==> src/rtl/button_debounce_sync_2ff.sv <==
// Two-flop synchronizer for a single asynchronous pin.
// RESET_VALUE lets each pin start at its own idle level so that leaving
// reset never looks like an input transition.
module sync_2ff #(
    parameter logic RESET_VALUE = 1'b0
) (
    input  logic clk_i,
    input  logic rst_i,
    input  logic d_i,
    output logic q_o
);

    logic meta_reg;
    logic sync_reg;

    // Capture the raw pin, then retime once more to let metastability settle.
    always_ff @(posedge clk_i or posedge rst_i) begin
        if (rst_i) begin
            meta_reg <= RESET_VALUE;
            sync_reg <= RESET_VALUE;
        end else begin
            meta_reg <= d_i;
            sync_reg <= meta_reg;
        end
    end

    assign q_o = sync_reg;

endmodule

==> src/rtl/button_debounce.sv <==
// Push-button conditioner: synchronizes the pin, debounces it with a
// four-state FSM and produces a clean level plus one-cycle press, release,
// short-press and long-press pulses. All outputs are registered.
module button_debounce #(
    parameter int DEBOUNCE_CYCLES = 250000,
    parameter int LONG_CYCLES     = 25000000,
    parameter bit ACTIVE_LOW      = 1'b1
) (
    input  logic clk_i,
    input  logic rst_i,
    input  logic button_i,
    output logic pressed_o,
    output logic press_o,
    output logic release_o,
    output logic short_o,
    output logic long_o
);

    localparam int DCNT_W = $clog2(DEBOUNCE_CYCLES + 1);
    localparam int HCNT_W = $clog2(LONG_CYCLES + 1);

    localparam logic [DCNT_W-1:0] DCNT_ONE  = DCNT_W'(1);
    localparam logic [DCNT_W-1:0] DCNT_LAST = DCNT_W'(DEBOUNCE_CYCLES - 1);
    localparam logic [HCNT_W-1:0] HCNT_ONE  = HCNT_W'(1);
    localparam logic [HCNT_W-1:0] HCNT_PRE  = HCNT_W'(LONG_CYCLES - 1);
    localparam logic [HCNT_W-1:0] HCNT_MAX  = HCNT_W'(LONG_CYCLES);

    typedef enum logic [1:0] {
        ST_IDLE,
        ST_PRESS_WAIT,
        ST_HELD,
        ST_RELEASE_WAIT
    } state_t;

    state_t            state_reg,   state_next;
    logic [DCNT_W-1:0] dcnt_reg,    dcnt_next;
    logic [HCNT_W-1:0] hcnt_reg,    hcnt_next;
    logic              pressed_reg, pressed_next;
    logic              press_reg,   press_next;
    logic              release_reg, release_next;
    logic              short_reg,   short_next;
    logic              long_reg,    long_next;

    logic pin_sync;
    logic p;            // 1 = button pressed, independent of pin polarity
    logic hold_active;  // hold timer runs while the press is accepted

    // The released level is 1 for a pull-up button, 0 otherwise.
    sync_2ff #(
        .RESET_VALUE (ACTIVE_LOW)
    ) u_sync (
        .clk_i (clk_i),
        .rst_i (rst_i),
        .d_i   (button_i),
        .q_o   (pin_sync)
    );

    assign p           = pin_sync ^ ACTIVE_LOW;
    assign hold_active = (state_reg == ST_HELD) || (state_reg == ST_RELEASE_WAIT);

    // Next-state logic: debounce FSM, hold timer and event pulses.
    always_comb begin
        state_next   = state_reg;
        dcnt_next    = dcnt_reg;
        hcnt_next    = hcnt_reg;
        pressed_next = pressed_reg;
        press_next   = 1'b0;
        release_next = 1'b0;
        short_next   = 1'b0;
        long_next    = 1'b0;

        // The hold timer keeps running through release glitches; it only
        // fires long once because it saturates at the threshold.
        if (hold_active && (hcnt_reg != HCNT_MAX)) begin
            hcnt_next = hcnt_reg + HCNT_ONE;
            if (hcnt_reg == HCNT_PRE) begin
                long_next = 1'b1;
            end
        end

        case (state_reg)
            ST_IDLE: begin
                if (p) begin
                    state_next = ST_PRESS_WAIT;
                    dcnt_next  = DCNT_ONE;
                end
            end
            ST_PRESS_WAIT: begin
                if (!p) begin
                    state_next = ST_IDLE;
                end else if (dcnt_reg == DCNT_LAST) begin
                    state_next   = ST_HELD;
                    pressed_next = 1'b1;
                    press_next   = 1'b1;
                    hcnt_next    = '0;
                end else begin
                    dcnt_next = dcnt_reg + DCNT_ONE;
                end
            end
            ST_HELD: begin
                if (!p) begin
                    state_next = ST_RELEASE_WAIT;
                    dcnt_next  = DCNT_ONE;
                end
            end
            ST_RELEASE_WAIT: begin
                if (p) begin
                    state_next = ST_HELD;
                end else if (dcnt_reg == DCNT_LAST) begin
                    state_next   = ST_IDLE;
                    pressed_next = 1'b0;
                    release_next = 1'b1;
                    // Judge against the updated timer so a long pulse on this
                    // same edge suppresses short.
                    short_next   = (hcnt_next < HCNT_MAX);
                end else begin
                    dcnt_next = dcnt_reg + DCNT_ONE;
                end
            end
            default: begin
                state_next = ST_IDLE;
            end
        endcase
    end

    // State and output registers; reset drops to idle with all outputs low.
    always_ff @(posedge clk_i or posedge rst_i) begin
        if (rst_i) begin
            state_reg   <= ST_IDLE;
            dcnt_reg    <= '0;
            hcnt_reg    <= '0;
            pressed_reg <= 1'b0;
            press_reg   <= 1'b0;
            release_reg <= 1'b0;
            short_reg   <= 1'b0;
            long_reg    <= 1'b0;
        end else begin
            state_reg   <= state_next;
            dcnt_reg    <= dcnt_next;
            hcnt_reg    <= hcnt_next;
            pressed_reg <= pressed_next;
            press_reg   <= press_next;
            release_reg <= release_next;
            short_reg   <= short_next;
            long_reg    <= long_next;
        end
    end

    assign pressed_o = pressed_reg;
    assign press_o   = press_reg;
    assign release_o = release_reg;
    assign short_o   = short_reg;
    assign long_o    = long_reg;

endmodule
==> config.mk <==
export PLATFORM = sky130hd
export DESIGN_NAME = button_debounce
export DESIGN_NICKNAME = d
export VERILOG_FILES = /design/src/rtl/button_debounce_sync_2ff.sv /design/src/rtl/button_debounce.sv
export SDC_FILE = /design/constraint.sdc
export NUM_CORES = 1
export LEC_CHECK = 0
export ABC_CLOCK_PERIOD_IN_PS = 2700
export CORE_AREA = 2 2 72 74
export CTS_BUF_LIST = sky130_fd_sc_hd__clkbuf_4 sky130_fd_sc_hd__clkbuf_8 sky130_fd_sc_hd__clkbuf_16
export DETAILED_ROUTE_END_ITERATION = 12
export DIE_AREA = 0 0 74 76
export PLACE_DENSITY_LB_ADDON = 0.15
export SLEW_MARGIN = 30
export SYNTH_ARGS = -nofsm -noshare
export SYNTH_HDL_FRONTEND = slang
export SYNTH_SLANG_ARGS = --single-unit
==> constraint.sdc <==
create_clock -name clk_i -period 2.7 [get_ports clk_i]
set_input_delay 0.81 -clock clk_i [delete_from_list [all_inputs] [get_ports clk_i]]
set_output_delay 0.81 -clock clk_i [all_outputs]
set_load 0.02 [all_outputs]
---- After elaboration in Yosys (flattened, before gate mapping) ----
Index checks and enable logic that the tools add are counted.
word-level totals
  input bits .............................. 3
  bits in writable memories ............... 0
  memories kept ........................... 0
  word-level logic and storage cells ...... 66
  bits in latches ......................... 0
  bits in read-only memories .............. 0
  bits in registers ....................... 52
operators by class
  $add $sub $neg .......................... 2
  multiplexer cells ....................... 32
  shifts and indexed selects .............. 0
  $mul .................................... 0
  divide/modulo/power cells ............... 0
  equal/unequal tests ..................... 14
  reduce and logical (&&, ||, !) cells .... 7
  bitwise operators ....................... 0
  magnitude comparators ................... 1
operators with widths
  operator               count
  $mux 25                4
  $mux 18                5
  $pmux 18 s4            1
  $add 25x1->25 const B  1
  $eq 25x25->1 const B   1
  $lt 25x25->1 const B   1
  $ne 25x25->1 const B   1
  $add 18x1->18 const B  1
  $eq 18x18->1 const B   1
  $mux 1                 14
  $mux 2                 6
  $pmux 2 s4             1
  $reduce_and 4->1       2
  $ne 2x1->1 const B     3
  $ne 2x2->1 const B     3
  $reduce_and 5->1       1
  $eq 2x2->1 const B     2
  $ne 3x2->1 const B     1
  $ne 3x3->1 const B     1
  $eq 2x1->1 const B     1
  $logic_not 2->1        1
  $pmux 1 s2             1
  $reduce_bool 2->1      1
  $logic_and 1x1->1      1
  $logic_or 1x1->1       1

---- Logic depth before layout (Yosys ltp) ----
Gate-level depths: netlist of run 1.
  word-level depth ........................ 8
  depth in mapped cells ................... 10

---- Modules after synthesis ----
A second synthesis of run 1 with hierarchy kept.
unflattened totals
  cells, all modules ...................... 289
  area total of the unflattened synthesis .. 2697.6 um^2
modules (own cells, without submodules)
  module           area each (um^2)  cells each  times used  seq. area each (um^2)
  button_debounce  2641.3            286         1           1251.2
  sync_2ff         56.3              3           1           52.6

---- Least setup slack after synthesis of run 1 ----
OpenSTA, ideal clock, no wires.
  path kind ............................... register to register
  from .................................... register hcnt_reg[0]
  to ...................................... register short_reg, in the netlist short_o
  library setup time ...................... 0.087 ns
  arrival time ............................ 2.190 ns
  path slack .............................. 0.423 ns
  clock period less this slack ............ 2.277 ns
  stages on the path, launching flop included .. 11
  cell sequence ........................... dfrtp_1 clkbuf_1 inv_1 ha_1 nor3b_1 nand4b_1 o21a_4 a2111oi_4 o22ai_1 a311o_1 a211oi_2
between the ends
  longest elaborated chain between the ends .. 7
ends and longest elaborated chain
  item                                                   line                    text
  start: declaration                                     button_debounce.sv:37   logic [HCNT_W-1:0] hcnt_reg, hcnt_next;
  start signal: assignment                               button_debounce.sv:140  hcnt_reg <= hcnt_next;
  branches (longest 2 deep; another with $add 25x1->25)  -
  $mux 25 *                                              button_debounce.sv:74   if (hold_active && (hcnt_reg != HCNT_MAX)) begin
  $lt 25x25->1 *                                         button_debounce.sv:115  short_next = (hcnt_next < HCNT_MAX);
  $mux 1 *                                               button_debounce.sv:109  end else if (dcnt_reg == DCNT_LAST) begin
  $mux 1 *                                               button_debounce.sv:107  if (p) begin
  $mux 1 *                                               button_debounce.sv:81   case (state_reg)
  net short_next                                         button_debounce.sv:41   logic short_reg, short_next;
  end signal: assignment                                 button_debounce.sv:144  short_reg <= short_next;
  end: declaration                                       button_debounce.sv:41
Mark *: on every way through the listed nets, which the timed path passes.
A chain may end at the register's enable or synchronous reset.

---- Final worst setup path of run 1 ----
Same ends and word-level chain as after synthesis.

==> results.tsv, run 1 <==
stage	metric	value	unit
outcome	status	completed	
die	rows	26	
die	core	0.00491	mm2
pwr	pwr_density_cell	423	mW/mm2
clock_tree	clock_latency	0.30	ns
placement	post-dp-hpwl	3.90	mm
synth	synthCells	307	
die	die_h	76	um
die	io_pins	8	
finish	diodes	0	
finish	area_growth	9.65	%
worst_setup_path	start_kind	register	
worst_setup_path	worstPathRequired	2.88	ns
drt	drt-total-wl	5.48	mm
worst_setup_path	critPathKind	register to register	
synth	synthDistinctLibCells	51	
synth	syn_area_per_cell	9.33	um2
synth	synth.most_common_cell	nor2_1	
synth	yosys_register_bits	52	
synth	synth-edff-count	0	
global_route	globalRouteMet3Util	4.50	%
drt	via_count	2191	
finish	largest_reg_flops	25	
synth	yosys.area.top_type	dfrtp_1	
die	die_w	74	um
global_route	grtUsageTotal	21.8	%
timing	hold_violations	0	
timing	grt_setup_unrepaired	no	
clock_tree	cts_max_level	2	
timing	fmax	400	MHz
clock_tree	cts_buffers	5	
global_route	grt_pass1_vias	2125	
hold_path	min-delay-start	u_sync.meta_reg$_DFF_PP1_	
placement	io_buffers	7	
worst_setup_path	critPathMaxFanout	8	
clock_tree	cts.sinks	52	
clock_tree	path_clk_slew	0.09	ns
clock_tree	postCtsSetupBuffers	0	
global_route	grt_use_met1	28.6	%
drt	remaining_drc_errors	0	
synth	ys_seq_area_share	45.5	%
drt	wl_per_cell	14.1	um
synth	ys_warn_count	0	
drt	postRouteAntennaNets	0	
synth	netlist_area	0.00287	mm2
timing	worst_pin_slew	0.401	ns
finish	drive_above_1_share	11.3	%
clock_tree	cts_max_path_buffers	2	
synth	synthTopCellsByCount	nor2_1 (55), dfrtp_1 (50), nand2_1 (25)	
pwr	p_leak	1.29	nW
clock_tree	cts_tree	done	
timing	timing.final.crit_share	92.5	%
timing	slew_viol_final	0	
worst_setup_path	cp_slowest_cell	dfrtp_1	
pwr	power.total	1.33	mW
worst_setup_path	critPathArrivalTime	2.68	ns
worst_setup_path	critPathCaptureType	register	
worst_setup_path	regToRegStartpoint	hcnt_reg[0]$_DFF_PP0_	
hold_path	worstHoldPathType	register to register	
global_route	use_met2	35.8	%
die	start_util	58.3	%
pwr	ir_worst_vdd	0.265	mV
timing	skew	0.00565	ns
die	die_area	0.00562	mm2
drt	drtIter0Drc	295	
clock_tree	cts_hold_buf	0	
finish	fill_cells	403	
timing	slew_headroom	73.2	%
timing	final.min_clock_period	2.50	ns
global_route	antenna_found_initial	0	
synth	synth.net_count	313	
global_route	grt-ovfl-total	0	
synth	synth_top_area_share	43.7	%
timing	finalSetupViolations	0	
drt	drt_first_pass_iters	4	
drt	viasPerCell	5.63	
clock_tree	clockRootBuffer	clkbuf_8	
finish	nets	324	
worst_setup_path	startpoint	hcnt_reg[0]$_DFF_PP0_	
global_route	gr-max-usage-layer	met2	
placement	gp_congestion	0.870	
worst_setup_path	cpPeakStageDelay	0.50	ns
synth	synthTopCellsByArea	dfrtp_1 (44%), nor2_1 (7.2%), xor2_1 (5.8%)	
flow_run	cap_viol_max_count	0	
synth	synthArstFlopShare	100	%
global_route	grt_max_degree	36	
worst_setup_path	cp_cell_sequence	ha_1 -> nand2_1 -> nor4_2 -> o21ai_2 -> or3_1 -> a2111oi_2 -> a311o_1 -> a211oi_2	
global_route	grt_pass1_wl	9.69	mm
synth	ys.flop_type	dfrtp_1	
timing	setup_tns	0	ns
-- path summary, 6_finish.rpt --
| kind | cells after the start | slack [ns] | to |
|---|---|---|---|
| hold / removal | 0 | 0.36 | u_sync.q_o$_DFF_PP1_ |
| min in group asynchronous | 2 | 0.80 | hcnt_reg[15]$_DFF_PP0_ |
| setup / recovery | 8 | 0.20 | short_o$_DFF_PP0_ |
| max in group asynchronous | 3 | 1.39 | dcnt_reg[15]$_DFFE_PP0P_ |
| hold reg to reg | 0 | 0.36 | u_sync.q_o$_DFF_PP1_ |
| setup reg to reg | 8 | 0.20 | short_o$_DFF_PP0_ |
-- metrics by stage --
step                area [um2]  util, %  std cells  worst slack (ns)  hold WS, ns
global placement          3040     61.9        381             0.296        0.346
global route              3140     64.0        389            0.0170        0.365
detailed placement        3040     61.9        381             0.198        0.347
CTS                       3140     63.9        389             0.176        0.361
floorplan                 2870        -        307             0.423        0.345
finish                    3140     64.0        389             0.203        0.359
-- power by group --
part	switching, mW	internal (mW)
combinational	0.0349	0.0210
sequential	0.0167	0.792
clock	0.236	0.229
total	0.288	1.04
-- layout make-up --
type | count | area (um2) | share of cell area (%)
tap | 70 | 87.6 | 2.79
inverter | 12 | 45.0 | 1.43
timing repair buffer | 15 | 143 | 4.54
sequential | 52 | 1300 | 41.5
multi-input combinational | 232 | 1470 | 46.6
clock buffer | 8 | 97.6 | 3.11
-- layout by cell type (no fill, tap or decap), drive strengths merged, types with 3 or more instances in the layout --
cell	synthesis	layout
nor4	7	7
clkbuf	3	8
buf	8	8
and4	3	3
nand4	19	19
inv	12	12
nor3	7	7
xnor2	18	18
nand2	25	25
nand3	10	10
clkdlybuf4s50	0	7
a21oi	10	10
and3	5	5
o21ai	12	12
nor2	56	56
ha	3	3
dfrtp	50	50
or3	7	7
xor2	19	19
-- layer usage --
metal  share of wire, %  vias to the layer above  wire, um
met2                 50                       36      2760
met1                 46                     1055      2490
met5                  0                        -         0
li1                   -                     1093         -
met3                3.0                        7       162
met4                1.0                        0        57
-- cell families (layout without fill, tap and decap cells) --
family,Yosys count,after routing,synth area share (%)
simple gates,155,155,28.9
flops,52,52,45.5
xor+xnor,37,37,11.3
compound gates,36,36,9.13
buf+inv,23,35,3.49
fa+ha+maj,3,3,1.31
mux,1,1,0.393
-- what timing repair did --
action | in CTS | in global routing
hold endpoints to repair | 0 | 0
endpoints found under the setup margin | 0 | 1
resized for setup | 0 | 1
-- worst max-delay path, delay by kind of cell (launching register included) --
kind	cells	cell delay (ns)
adders and majority gates	1	0.34
AOI/OAI and AO/OA	4	0.79
and+or+nand+nor	3	0.75
DFF	1	0.50
Note: power is estimated with default switching activity, not from simulation.
==> inputs of run 2 (changes only) <==
--- a/config.mk
+++ b/config.mk
@@ -6,11 +6,14 @@
 export NUM_CORES = 1
 export LEC_CHECK = 0
 export ABC_CLOCK_PERIOD_IN_PS = 2700
+export CAP_MARGIN = 0
 export CORE_AREA = 2 2 72 74
 export CTS_BUF_LIST = sky130_fd_sc_hd__clkbuf_4 sky130_fd_sc_hd__clkbuf_8 sky130_fd_sc_hd__clkbuf_16
 export DETAILED_ROUTE_END_ITERATION = 12
 export DIE_AREA = 0 0 74 76
+export HOLD_SLACK_MARGIN = 0.12
 export PLACE_DENSITY_LB_ADDON = 0.15
+export SETUP_SLACK_MARGIN = 0.2
 export SLEW_MARGIN = 30
 export SYNTH_ARGS = -nofsm -noshare
 export SYNTH_HDL_FRONTEND = slang
==> run 2 against run 1 <==
Net effect: wire length rose by 3.3%; fmax up 5.1%; hold slack unchanged; first-iteration DRC count is 3.4% lower; setup slack better by 0.12 ns; die area stayed put; count of clock-buffer cells in the layout did not move; global-route usage is 0.054 points higher; sequential share of layout area is 0.38 points lower; via count increased by 1.0%; critical path type unchanged; largest cell class unchanged; highest routed layer unchanged.
==> results.tsv, run 2 (synthesized netlist as in run 1, its figures left out) <==
stage	metric	value	unit	change
drt	drt-total-wl	5.66	mm	+3.3%
timing	finalSetupViolations	0		unchanged
timing	setup_tns	0	ns	unchanged
placement	io_buffers	7		unchanged
clock_tree	cts_buffers	5		unchanged
timing	hold_violations	0		unchanged
drt	remaining_drc_errors	0		unchanged
hold_path	worstHoldPathType	register to register		
timing	final.min_clock_period	2.38	ns	-0.122 ns
timing	grt_setup_unrepaired	no		
die	die_area	0.00562	mm2	unchanged
drt	drtIter0Drc	285		-3.4%
die	core	0.00491	mm2	unchanged
worst_setup_path	critPathMaxFanout	7		-1
pwr	ir_worst_vdd	0.265	mV	about the same
outcome	status	completed		
global_route	grt-ovfl-total	0		unchanged
drt	postRouteAntennaNets	0		unchanged
clock_tree	cts_max_level	2		unchanged
worst_setup_path	critPathArrivalTime	2.60	ns	-0.08 ns
worst_setup_path	cp_cell_sequence	nor4b_2 -> nand4_2 -> o21a_4 -> a2111oi_4 -> o22ai_1 -> a311o_1 -> a211oi_2		
drt	viasPerCell	5.68		+0.79%
clock_tree	clockRootBuffer	clkbuf_8		
global_route	grt_pass1_vias	2135		+0.47%
clock_tree	cts.sinks	52		unchanged
worst_setup_path	worstPathRequired	2.92	ns	+0.04 ns
worst_setup_path	cpPeakStageDelay	0.47	ns	-0.03 ns
die	die_w	74	um	unchanged
timing	worst_pin_slew	0.399	ns	-0.00204 ns
placement	post_dp_cell_area	0.00304	mm2	unchanged
finish	fin_area	0.00318	mm2	+1.3%
timing	slew_viol_final	0		unchanged
placement	post-dp-hpwl	3.90	mm	unchanged
drt	wl_per_cell	14.5	um	+3.0%
finish	area_growth	11.1	%	
timing	slew_headroom	73.4	%	+0.14 points
worst_setup_path	critPathCaptureType	register		
worst_setup_path	cp_slowest_cell	dfrtp_1		
finish	diodes	0		unchanged
placement	gp_congestion	0.870		unchanged
drt	via_count	2214		+1.0%
worst_setup_path	critPathKind	register to register		
die	io_pins	8		unchanged
global_route	grt_pass1_wl	9.71	mm	+0.22%
pwr	p_leak	1.31	nW	+1.0%
global_route	grt_max_degree	36		unchanged
die	rows	26		unchanged
timing	skew	0.00565	ns	-0.00000230 ns
drt	drt_first_pass_iters	4		unchanged
flow_run	cap_viol_max_count	0		unchanged
die	die_h	76	um	unchanged
pwr	pwr_density_cell	418	mW/mm2	-1.3%
finish	final_common_cell	nor2_1		
clock_tree	cts_hold_buf	0		unchanged
clock_tree	cts_max_path_buffers	2		unchanged
timing	timing.final.crit_share	88.0	%	-4.5 points
global_route	grtUsageTotal	21.9	%	+0.054 points
clock_tree	path_clk_slew	0.09	ns	about the same
finish	final_cell_mix	nor2_1 (55), dfrtp_1 (46), nand2_1 (25), xor2_1 (19), xnor2_1 (18)		
timing	fmax	421	MHz	+5.1%
global_route	antenna_found_initial	0		unchanged
finish	drive_above_1_share	13.8	%	+2.5 points
clock_tree	cts_tree	done		
finish	largest_reg_flops	25		unchanged
die	start_util	58.3	%	unchanged
clock_tree	clock_latency	0.30	ns	about the same
finish	nets	325		+0.31%
worst_setup_path	start_kind	register		
[run 2: timing repair]
item | CTS | global route
setup endpoints to repair | 1 | 2
gates resized for setup | 1 | 9
setup buffers | 0 | 1
pin swaps | 0 | 2
[run 2: final timing paths]
path / from / to / slack (ns) / cells past startpoint
worst min-delay path: u_sync.meta_reg$_DFF_PP1_ / u_sync.q_o$_DFF_PP1_ / 0.36 / 0
max in group asynchronous: rst_i / hcnt_reg[0]$_DFF_PP0_ / 1.37 / 3
worst max-delay path: hcnt_reg[9]$_DFF_PP0_ / short_o$_DFF_PP0_ / 0.32 / 7
worst max register to register: hcnt_reg[9]$_DFF_PP0_ / short_o$_DFF_PP0_ / 0.32 / 7
worst min register to register: u_sync.meta_reg$_DFF_PP1_ / u_sync.q_o$_DFF_PP1_ / 0.36 / 0
min in group asynchronous: rst_i / hcnt_reg[15]$_DFF_PP0_ / 0.80 / 2
[run 2: per-stage QoR]
stage          setup slack (ns)  utilization (%)  power [mW]  cells  hold slack [ns]
6_report                  0.325             64.8        1.33    390            0.359
5_1_grt                   0.207             64.8        1.39    390            0.365
4_1_cts                   0.228             63.9        1.35    389            0.361
3_5_place_dp              0.198             61.9       0.882    381            0.347
3_3_place_gp              0.296             61.9       0.881    381            0.346
2_1_floorplan             0.423                -       0.861    307            0.345
[run 2: metal layers]
layer | GRT usage (%) | up-vias | share of wire, %
li1 | - | 1095 | -
met1 | 28.6 | 1061 | 44
met4 | 6.91 | 0 | 1.9
met3 | 4.50 | 11 | 3.4
met2 | 36.0 | 47 | 51
met5 | 0 | - | 0
[run 2: final cells by class]
| cell class | instances | area (um2) |
|---|---|---|
| Fill cell | 402 | 1730 |
| Multi-Input combinational cell | 232 | 1490 |
| Sequential cell | 52 | 1310 |
| Timing Repair Buffer | 16 | 150 |
| Clock buffer | 8 | 97.6 |
| Tap cell | 70 | 87.6 |
| Inverter | 12 | 45.0 |
[run 2: power by group]
part,switching [mW],total [mW],leakage (nW),internal [mW]
Combinational,0.0348,0.0558,0.549,0.0210
Sequential,0.0167,0.809,0.705,0.792
Clock,0.237,0.466,0.0523,0.230
Total,0.288,1.33,1.31,1.04
[run 2: worst max-delay path, delay by kind of cell, from the launching register on]
family	cells	cell delay [ns]
compound gates	5	1.27
flops	1	0.47
simple gates	2	0.55
==> inputs of run 3 (changes only) <==
--- a/config.mk
+++ b/config.mk
@@ -7,10 +7,11 @@
 export LEC_CHECK = 0
 export ABC_CLOCK_PERIOD_IN_PS = 2700
 export CAP_MARGIN = 0
-export CORE_AREA = 2 2 72 74
+export CORE_AREA = 2 2 71 73
 export CTS_BUF_LIST = sky130_fd_sc_hd__clkbuf_4 sky130_fd_sc_hd__clkbuf_8 sky130_fd_sc_hd__clkbuf_16
 export DETAILED_ROUTE_END_ITERATION = 12
-export DIE_AREA = 0 0 74 76
+export DIE_AREA = 0 0 73 75
+export DONT_BUFFER_PORTS = 1
 export HOLD_SLACK_MARGIN = 0.12
 export PLACE_DENSITY_LB_ADDON = 0.15
 export SETUP_SLACK_MARGIN = 0.2
==> run 3 against run 2 <==
Net effect: utilization rose by 1.8 points; critical endpoint unchanged; sequential share of layout area rose by 1.1 points; die area fell by 2.6%; hold slack improved by 0.0088 ns; cell area fell by 2.5%; via count fell by 0.18%; final cell count fell by 5.1%; count of clock-buffer cells in the layout fell by 3; combinational power fell by 4.3%; critical path depth rose by 1; register-to-register slack improved by 0.02 ns; largest cell class unchanged.
==> results.tsv, run 3 (synthesized netlist as in run 1, its figures left out) <==
stage	metric	value	unit	change
outcome	status	completed		
clock_tree	cts_buffers	5		unchanged
worst_setup_path	critPathArrivalTime	2.54	ns	-0.06 ns
finish	largest_reg_flops	25		unchanged
drt	drt-total-wl	5.67	mm	+0.25%
worst_setup_path	start_kind	register		
finish	nets	321		-1.2%
global_route	grt_pass1_wl	9.37	mm	-3.5%
placement	gp_congestion	0.896		+3.0%
drt	drtIter0Drc	187		-34%
global_route	grt-ovfl-total	0		unchanged
die	core	0.00466	mm2	-5.1%
pwr	switchingPower	312	uW	+8.3%
global_route	grt_max_degree	28		-22%
timing	hold_violations	0		unchanged
finish	fill_cells	378		-6.0%
global_route	antenna_found_initial	0		unchanged
finish	area_growth	8.30	%	
pwr	power.total	1.30	mW	-2.0%
die	io_pins	8		unchanged
clock_tree	cts.sinks	52		unchanged
timing	timing.final.crit_share	87.1	%	-0.85 points
drt	postRouteAntennaNets	0		unchanged
placement	post_dp_cell_area	0.00292	mm2	-4.0%
global_route	grt_pass1_vias	2054		-3.8%
global_route	grtUsageTotal	22.3	%	+0.47 points
clock_tree	cts_max_level	2		unchanged
worst_setup_path	critPathKind	register to register		
clock_tree	clock_latency	0.31	ns	about the same
placement	post-place-ws	0.198	ns	+0.000347 ns
worst_setup_path	critPathMaxFanout	7		unchanged
timing	slew_headroom	62.1	%	-11 points
hold_path	worstHoldPathCells	0		unchanged
timing	fmax	425	MHz	+0.98%
finish	diodes	0		unchanged
pwr	pwr_density_cell	420	mW/mm2	+0.53%
finish	drive_above_1_share	15.5	%	+1.8 points
placement	dp_cells	354		-7.1%
timing	skew	0.0123	ns	+0.00663 ns
pwr	p_comb_share	4.1	%	about the same
placement	post-dp-hpwl	3.95	mm	+1.3%
clock_tree	cts_tree	done		
timing	worst_pin_slew	0.567	ns	+0.169 ns
die	die_h	75	um	-1.3%
die	die_w	73	um	-1.4%
finish	final_common_cell	nor2_1		
finish	postLayoutCoreUtil	66.6	%	+1.8 points
timing	final.min_clock_period	2.35	ns	-0.0231 ns
drt	remaining_drc_errors	0		unchanged
timing	setup_tns	0	ns	unchanged
pwr	intPower	992	uW	-4.9%
timing	fin_ws	0.348	ns	+0.0231 ns
timing	worst_hold_slack	0.368	ns	+0.00879 ns
pwr	p_leak	1.27	nW	-2.5%
pwr	pwr-share-clk	33.8	%	-1.2 points
worst_setup_path	critPathCaptureType	register		
clock_tree	clockRootBuffer	clkbuf_8		
clock_tree	cts_max_path_buffers	2		unchanged
finish	stdcell_count	370		-5.1%
timing	grt_setup_unrepaired	no		
die	start_util	61.5	%	+3.1 points
hold_path	worstHoldPathType	register to register		
pwr	seqPwrFrac	62.1	%	+1.3 points
finish	fin_area	0.00310	mm2	-2.5%
clock_tree	cts_hold_buf	0		unchanged
die	die_area	0.00548	mm2	-2.6%
flow_run	cap_viol_max_count	0		unchanged
pwr	ir_worst_vdd	0.335	mV	+26%
timing	slew_viol_final	0		unchanged
clock_tree	path_clk_slew	0.10	ns	about the same
finish	final_cell_mix	nor2_1 (55), dfrtp_1 (45), nand2_1 (25), xor2_1 (19), xnor2_1 (18)		
placement	io_buffers	0		-7
pwr	p_sw_share	24.0	%	+2.3 points
drt	viasPerCell	5.97		+5.2%
drt	wl_per_cell	15.3	um	+5.7%
worst_setup_path	r2r_cells	8		+1
drt	drt_first_pass_iters	4		unchanged
worst_setup_path	worstPathRequired	2.88	ns	-0.04 ns
drt	via_count	2210		-0.18%
timing	finalSetupViolations	0		unchanged
die	rows	25		-3.8%
-- run 3: changes by cell type in the layout (fill, tap and decap cells not counted), sizes merged --
cell | previous run | this run
clkbuf | 8 | 5
buf | 9 | 12
clkinv | 0 | 3
clkdlybuf4s50 | 7 | 0
-- run 3: final timing paths --
| kind | startpoint | slack [ns] | endpoint |
|---|---|---|---|
| min in group asynchronous | rst_i | 0.42 | hcnt_reg[11]$_DFF_PP0_ |
| max in group asynchronous | rst_i | 1.67 | u_sync.q_o$_DFF_PP1_ |
| min reg2reg | u_sync.meta_reg$_DFF_PP1_ | 0.37 | u_sync.q_o$_DFF_PP1_ |
| max reg2reg | hcnt_reg[0]$_DFF_PP0_ | 0.35 | short_o$_DFF_PP0_ |
| max | hcnt_reg[0]$_DFF_PP0_ | 0.35 | short_o$_DFF_PP0_ |
| min | u_sync.meta_reg$_DFF_PP1_ | 0.37 | u_sync.q_o$_DFF_PP1_ |
-- run 3: final cells by class --
type                    instances  area, um2  area share, %
clock inverters                 3       18.8          0.605
clock buffers                   5       68.8           2.22
repair buffers                 12        103           3.31
inverters                      12       45.0           1.45
well taps                      54       67.6           2.18
flip-flops and latches         52       1310           42.2
multi-input cells             232       1490           48.0
-- run 3: critical path: stages, from the launching register on --
cell,delay [ns]
dfrtp_2,0.43
ha_2,0.26
nand2_1,0.12
nor4_2,0.26
o21ai_2,0.17
or3_1,0.36
a2111oi_2,0.37
a311o_1,0.18
a211oi_2,0.08
-- run 3: power by group through the flow --
stage	Combinational, mW	Clock (mW)	Sequential, mW
4_1_cts	0.0550	0.448	0.810
6_report	0.0534	0.441	0.809
2_1_floorplan	0.0406	0	0.820
5_1_grt	0.0619	0.479	0.812
3_5_place_dp	0.0547	0	0.825
3_3_place_gp	0.0535	0	0.825
-- run 3: routing by layer --
metal  up-vias  global-route usage [%]  part of all wire [%]
met1      1056                    28.3                    46
met3        11                    5.09                   5.0
met5         -                       0                     0
met4         0                    9.26                   1.9
met2        58                    37.0                    47
li1       1085                       -                     -
-- run 3: what timing repair did --
item	in CTS	in global routing
endpoints found under the setup margin	1	1
pin swaps	0	4
resized for setup	1	10
setup buffers	0	8
